### src/rtl/wb_pkg.sv
// Shared types and widths for the register-file writeback buffer.
package wb_pkg;

  localparam int unsigned REG_ADDR_W    = 5;
  localparam int unsigned DATA_W        = 32;
  localparam int unsigned DEFAULT_DEPTH = 4;

  typedef struct packed {
    logic [REG_ADDR_W-1:0] addr;
    logic [DATA_W-1:0]     data;
  } wb_entry_t;

endpackage

### src/rtl/writeback_buffer_if.sv
// Producer-side handshake, register-file write port and forwarding lookups of the writeback buffer.
interface writeback_buffer_if #(
  parameter int unsigned DEPTH = wb_pkg::DEFAULT_DEPTH
);
  import wb_pkg::*;

  localparam int unsigned CNT_W = $clog2(DEPTH) + 1;

  logic                  ResultValid;
  logic                  ResultReady;
  logic [REG_ADDR_W-1:0] ResultAddr;
  logic [DATA_W-1:0]     ResultData;
  logic                  RegWrite;
  logic [REG_ADDR_W-1:0] WriteAddr;
  logic [DATA_W-1:0]     WriteData;
  logic [REG_ADDR_W-1:0] LookupAddr1;
  logic [REG_ADDR_W-1:0] LookupAddr2;
  logic                  FwdHit1;
  logic                  FwdHit2;
  logic [DATA_W-1:0]     FwdData1;
  logic [DATA_W-1:0]     FwdData2;
  logic [CNT_W-1:0]      Count;

  modport master (
    output ResultValid, ResultAddr, ResultData, LookupAddr1, LookupAddr2,
    input  ResultReady, RegWrite, WriteAddr, WriteData,
    input  FwdHit1, FwdHit2, FwdData1, FwdData2, Count
  );

  modport slave (
    input  ResultValid, ResultAddr, ResultData, LookupAddr1, LookupAddr2,
    output ResultReady, RegWrite, WriteAddr, WriteData,
    output FwdHit1, FwdHit2, FwdData1, FwdData2, Count
  );

endinterface

### src/rtl/wb_fifo.sv
// Synchronous FIFO of pending writes; entries[] exposes the contents oldest-first for searching.
module wb_fifo
  import wb_pkg::*;
#(
  parameter int unsigned DEPTH = DEFAULT_DEPTH
) (
  input  logic                   Clock,
  input  logic                   Reset,
  input  logic                   push,
  input  wb_entry_t              push_entry,
  input  logic                   pop,
  output wb_entry_t              head,
  output wb_entry_t              entries [DEPTH],
  output logic                   full,
  output logic                   empty,
  output logic [$clog2(DEPTH):0] count
);

  localparam int unsigned PTR_W = $clog2(DEPTH);
  localparam int unsigned CNT_W = PTR_W + 1;

  wb_entry_t        mem [DEPTH];
  logic [PTR_W-1:0] rd_ptr;
  logic [PTR_W-1:0] wr_ptr;
  logic             do_push;
  logic             do_pop;

  assign full    = (count == CNT_W'(DEPTH));
  assign empty   = (count == '0);
  assign do_push = push && !full;
  assign do_pop  = pop && !empty;
  assign head    = mem[rd_ptr];

  // Pointers wrap naturally because DEPTH is a power of two.
  always_ff @(posedge Clock) begin
    if (Reset) begin
      rd_ptr <= '0;
      wr_ptr <= '0;
      count  <= '0;
    end else begin
      if (do_push) wr_ptr <= wr_ptr + 1'b1;
      if (do_pop)  rd_ptr <= rd_ptr + 1'b1;
      count <= count + CNT_W'(do_push) - CNT_W'(do_pop);
    end
  end

  always_ff @(posedge Clock) begin
    if (do_push) mem[wr_ptr] <= push_entry;
  end

  always_comb begin
    for (int unsigned i = 0; i < DEPTH; i++) begin
      entries[i] = mem[rd_ptr + PTR_W'(i)];
    end
  end

endmodule

### src/rtl/writeback_buffer.sv
// Writeback buffer between result producers and the register file.
// Define WB_FORWARD_EN to build the pending-write forwarding search; otherwise FwdHit/FwdData are 0.
module writeback_buffer
  import wb_pkg::*;
#(
  parameter int unsigned DEPTH = DEFAULT_DEPTH
) (
  input logic               Clock,
  input logic               Reset,
  writeback_buffer_if.slave bus
);

  localparam int unsigned CNT_W = $clog2(DEPTH) + 1;

  wb_entry_t        push_entry;
  wb_entry_t        head;
  wb_entry_t        entries [DEPTH];
  logic             full;
  logic             empty;
  logic             push;
  logic             pop;
  logic [CNT_W-1:0] count;
  wb_entry_t        out_q;
  logic             reg_write_q;

  assign bus.ResultReady = !Reset && !full;
  // Writes to r0 are accepted but dropped here.
  assign push       = bus.ResultValid && bus.ResultReady && (bus.ResultAddr != '0);
  assign pop        = !empty;
  assign push_entry = '{addr: bus.ResultAddr, data: bus.ResultData};

  wb_fifo #(.DEPTH(DEPTH)) u_fifo (
    .Clock      (Clock),
    .Reset      (Reset),
    .push       (push),
    .push_entry (push_entry),
    .pop        (pop),
    .head       (head),
    .entries    (entries),
    .full       (full),
    .empty      (empty),
    .count      (count)
  );

  // Output register feeding the register-file write port.
  always_ff @(posedge Clock) begin
    if (Reset) begin
      reg_write_q <= 1'b0;
      out_q       <= '0;
    end else if (pop) begin
      reg_write_q <= 1'b1;
      out_q       <= head;
    end else begin
      reg_write_q <= 1'b0;
    end
  end

  assign bus.RegWrite  = reg_write_q;
  assign bus.WriteAddr = out_q.addr;
  assign bus.WriteData = out_q.data;
  assign bus.Count     = count;

`ifdef WB_FORWARD_EN
  // Scan oldest to newest so the newest matching write wins.
  function automatic logic [DATA_W:0] fwd_search(
    input logic [REG_ADDR_W-1:0] addr,
    input logic                  out_valid,
    input wb_entry_t             out_entry,
    input wb_entry_t             ents [DEPTH],
    input logic [CNT_W-1:0]      n
  );
    logic [DATA_W:0] res;
    res = '0;
    if (addr != '0) begin
      if (out_valid && (out_entry.addr == addr)) res = {1'b1, out_entry.data};
      for (int unsigned i = 0; i < DEPTH; i++) begin
        if ((CNT_W'(i) < n) && (ents[i].addr == addr)) res = {1'b1, ents[i].data};
      end
    end
    return res;
  endfunction

  assign {bus.FwdHit1, bus.FwdData1} = fwd_search(bus.LookupAddr1, reg_write_q, out_q, entries, count);
  assign {bus.FwdHit2, bus.FwdData2} = fwd_search(bus.LookupAddr2, reg_write_q, out_q, entries, count);
`else
  logic unused_lookup;
  assign unused_lookup = ^{bus.LookupAddr1, bus.LookupAddr2};
  assign bus.FwdHit1  = 1'b0;
  assign bus.FwdHit2  = 1'b0;
  assign bus.FwdData1 = '0;
  assign bus.FwdData2 = '0;
`endif

endmodule
### src/flat_wrapper.sv
// flat-port wrapper written by rule: the top's interface ports become plain ports
module writeback_buffer_flat import wb_pkg::*;
#(
  parameter int unsigned DEPTH = DEFAULT_DEPTH
)
  (Clock, Reset, bus_ResultValid, bus_ResultAddr, bus_ResultData, bus_LookupAddr1, bus_LookupAddr2, bus_ResultReady, bus_RegWrite, bus_WriteAddr, bus_WriteData, bus_FwdHit1, bus_FwdHit2, bus_FwdData1, bus_FwdData2, bus_Count);
  writeback_buffer_if #(.DEPTH(DEPTH)) bus_i ();
  input logic Clock;
  input logic Reset;
  input wire logic [$bits(bus_i.ResultValid)-1:0] bus_ResultValid;
  input wire logic [$bits(bus_i.ResultAddr)-1:0] bus_ResultAddr;
  input wire logic [$bits(bus_i.ResultData)-1:0] bus_ResultData;
  input wire logic [$bits(bus_i.LookupAddr1)-1:0] bus_LookupAddr1;
  input wire logic [$bits(bus_i.LookupAddr2)-1:0] bus_LookupAddr2;
  output wire logic [$bits(bus_i.ResultReady)-1:0] bus_ResultReady;
  output wire logic [$bits(bus_i.RegWrite)-1:0] bus_RegWrite;
  output wire logic [$bits(bus_i.WriteAddr)-1:0] bus_WriteAddr;
  output wire logic [$bits(bus_i.WriteData)-1:0] bus_WriteData;
  output wire logic [$bits(bus_i.FwdHit1)-1:0] bus_FwdHit1;
  output wire logic [$bits(bus_i.FwdHit2)-1:0] bus_FwdHit2;
  output wire logic [$bits(bus_i.FwdData1)-1:0] bus_FwdData1;
  output wire logic [$bits(bus_i.FwdData2)-1:0] bus_FwdData2;
  output wire logic [$bits(bus_i.Count)-1:0] bus_Count;
  assign bus_i.ResultValid = bus_ResultValid;
  assign bus_i.ResultAddr = bus_ResultAddr;
  assign bus_i.ResultData = bus_ResultData;
  assign bus_i.LookupAddr1 = bus_LookupAddr1;
  assign bus_i.LookupAddr2 = bus_LookupAddr2;
  assign bus_ResultReady = bus_i.ResultReady;
  assign bus_RegWrite = bus_i.RegWrite;
  assign bus_WriteAddr = bus_i.WriteAddr;
  assign bus_WriteData = bus_i.WriteData;
  assign bus_FwdHit1 = bus_i.FwdHit1;
  assign bus_FwdHit2 = bus_i.FwdHit2;
  assign bus_FwdData1 = bus_i.FwdData1;
  assign bus_FwdData2 = bus_i.FwdData2;
  assign bus_Count = bus_i.Count;
  writeback_buffer #(.DEPTH(DEPTH)) u_core (.Clock(Clock), .Reset(Reset), .bus(bus_i));
endmodule
### config.mk
export PLATFORM = sky130hd
export DESIGN_NAME = writeback_buffer_flat
export DESIGN_NICKNAME = d
export VERILOG_FILES = /design/src/rtl/wb_pkg.sv /design/src/rtl/writeback_buffer_if.sv /design/src/rtl/wb_fifo.sv /design/src/rtl/writeback_buffer.sv /design/src/flat_wrapper.sv
export SDC_FILE = /design/constraint.sdc
export NUM_CORES = 1
export LEC_CHECK = 0
export ABC_AREA = 1
export ABC_CLOCK_PERIOD_IN_PS = 8000
export CORE_MARGIN = 2
export CORE_UTILIZATION = 45
export CTS_BUF_LIST = sky130_fd_sc_hd__clkbuf_8
export DETAILED_ROUTE_END_ITERATION = 6
export PLACE_DENSITY = 0.77
export SLEW_MARGIN = 20
export SYNTH_ARGS = -nofsm -noshare
export SYNTH_HDL_FRONTEND = slang
export SYNTH_SLANG_ARGS = --single-unit
### constraint.sdc
create_clock -name Clock -period 8 [get_ports Clock]
set_input_delay 0.8 -clock Clock [delete_from_list [all_inputs] [get_ports Clock]]
set_output_delay 0.8 -clock Clock [all_outputs]
set_load 0.05 [all_outputs]
==> metrics.cfg <==
[sta]
period_minus_slack_ps=3270
relSlewSlack_pct=43.9
timing.fmax_mhz=306
finalCritPeriodShare_pct=40.8
worst_pin_slew_ps=838
setup_slack_ps=4730
fin_worst_skew_ps=11.3
setup_tns_ps=0
setup_viol=0
hold_violations=0
slew_viol_final=0
rsz0062_at_grt=no

[route]
vias=4962
drt-total-wl_um=15500
drtPass1Iterations=4
vias_per_cell=4.79
postRouteAntennaNets=0
drt-wirelength-per-cell_um=14.9
drt-initial-drc-count=396
drc=0

[status]
status=finished clean

[cts]
cts_root_buffer=clkbuf_8
cts_made_buffers=17
htreeDepth=4
clockBufferDepth=2
cts.clk_slew.worst_paths_ps=100
cts.sinks=193
cts_tree=done
hold_buffers=0
cts_setup_buffers=0
clk_latency_ps=460
cts-resized-gates=0

[logic_synthesis]
synth_edf_count=148
ys.flop_type=edfxtp_1
ys_seq_area_share_pct=66.5
syn_area_per_cell_sq_um=11.1
synth_area_leaders=edfxtp_1, dfxtp_1, nor2_1
synth.most_common_cell=nor2_1
syn_inst=725
yosysUniqueCellTypes=26
synthArstFlopShare_pct=0
synth_common_cells=nor2_1, edfxtp_1, buf_4, o21ai_0, inv_1
yosys.area.top_type_share_pct=55.3
yosys_warnings=0
synth_area_sq_um=8040
synth_top_area_cell=edfxtp_1
ys_ff_latch=193

[placed_design]
place_congestion=0.725
dp_worst_setup_slack_ps=4430
portBuffers=81
dp_hpwl_um=8800
placed_cell_area_sq_um=8760

[layout]
fillers=1473
multiInputGateArea_sq_um=2050
stdcell_area_sq_um=9140
final_net_count=852
syn2layout_area_growth_pct=13.8
regArea_sq_um=5350
drive_above_1_share_pct=6.30

[setup_path]
reg2reg_depth=8
crit_arrival_ps=2470
worst_r2r_endpoint=u_core.u_fifo.count[2]$_SDFF_PP0_
worstSetupEndpointType=output port
worst_setup_path_start_kind=input pin
r2r_slack_ps=5220
critical_path_class=in -> out
r2r_start=u_core.u_fifo.count[1]$_SDFF_PP0_
path_max_fanout=6
required_ps=7200

[floorplan]
core_area_sq_um=17400
rows=48
start_util_pct=46.3
die_area_sq_um=18900
die_x_um=138
io_pins=158
dieHeight_um=138

[pwr]
cell_internal_pwr_mw=1.90
swShare_pct=42.5
power_mw=3.31
seqPwrFrac_pct=39.2
switching_power_mw=1.41
comb_power_share_pct=42.7
clkPwrFrac_pct=18.1
ir_drop_uv=208
p_leak_nw=3.61
power_density_nw_per_um2=362

[hold_path]
hold_class=reg -> reg
hold_end=u_core.bus.WriteAddr[1]$_SDFFE_PP0P_
worstHoldStart=u_core.u_fifo.mem[1][33]$_DFFE_PP_
min_path_cells=4

[grt]
grtUsageTotal_pct=17.0
grt.overflow.total=0
antenna_found_initial=0
grt_max_degree=76
grt_pass1_wl_um=23900
grt_pass1_vias=4634

[job]
drv_cap=0

flip-flops by register name, summed over array words and instances (netlist names):
name                  flops
u_core.u_fifo.wr_ptr      2
u_core.bus.RegWrite       1
u_core.u_fifo.rd_ptr      2
u_core.u_fifo.mem       148
u_core.bus.WriteData     32
u_core.u_fifo.count       3
u_core.bus.WriteAddr      5
power groups by stage:
| stage | clock network (mW) | registers [mW] | logic, mW |
|---|---|---|---|
| CTS | 0.612 | 1.30 | 1.43 |
| floorplan | 0 | 1.69 | 0.703 |
| finish | 0.599 | 1.30 | 1.42 |
| global route | 0.644 | 1.31 | 1.55 |
| global placement | 0 | 1.32 | 1.39 |
| detailed placement | 0 | 1.32 | 1.42 |
logic make-up after synthesis:
group / after synthesis / share of synthesized area (%)
other: 1 / 0.0467
adder cells (fa/ha/maj): 6 / 1.03
flip-flops: 193 / 66.5
XOR/XNOR: 2 / 0.218
AND/OR/NAND/NOR: 214 / 10.2
AO/OA/AOI/OAI: 152 / 10.6
buffers and inverters: 157 / 11.4
final cells by class:
type	instances	area share, %
diodes	1	0.0274
clock buffers	18	2.71
clock inverters	14	1.45
inverters	55	2.26
multi-input cells	440	22.5
flip-flops and latches	193	58.5
well taps	225	3.08
repair buffers	89	9.52
layout by cell type (no fill, tap or decap), types with 4 or more instances in the layout:
master and count:
o21ai_0 63, clkbuf_8 18, clkdlybuf4s50_1 81, inv_1 52
clkinv_4 4, nor2_4 5, nor2_1 162, edfxtp_1 148
o21bai_1 37, conb_1 66, ha_1 5, nand2_1 40
dfxtp_1 43, buf_4 8, o21ai_1 50
worst max-delay path, stage by stage:
cell             delay [ps]
clkdlybuf4s50_1         530
a21oi_1                 280
clkdlybuf4s50_1         850
worst max-delay path by stage:
stage	from	to	slack, ps
2_1_floorplan	bus_ResultAddr[3]	u_core.u_fifo.mem[0][0]$_DFFE_PP_	4660
3_3_place_gp	bus_ResultAddr[3]	u_core.u_fifo.mem[3][9]$_DFFE_PP_	4530
3_5_place_dp	bus_ResultAddr[2]	u_core.u_fifo.mem[3][3]$_DFFE_PP_	4430
4_1_cts	Reset	bus_ResultReady	4740
5_1_grt	Reset	bus_ResultReady	4660
6_report	Reset	bus_ResultReady	4730
routing by layer:
layer	part of all wire, %	wire, um	vias to the layer above	global-route usage [%]
li1	-	-	2423	-
met1	42	6510	2342	20.7
met2	50	7790	174	29.0
met3	5.9	917	23	3.97
met4	1.6	240	0	7.22
met5	0	0	-	0
through the flow:
stage | util (%) | hold slack, ps | instances
3_3_place_gp | 50.5 | 517 | 1002
2_1_floorplan | - | 498 | 790
6_report | 52.7 | 539 | 1035
5_1_grt | 52.7 | 571 | 1034
4_1_cts | 52.7 | 547 | 1034
3_5_place_dp | 50.5 | 532 | 1002
Power figures use the tool's default switching activity.
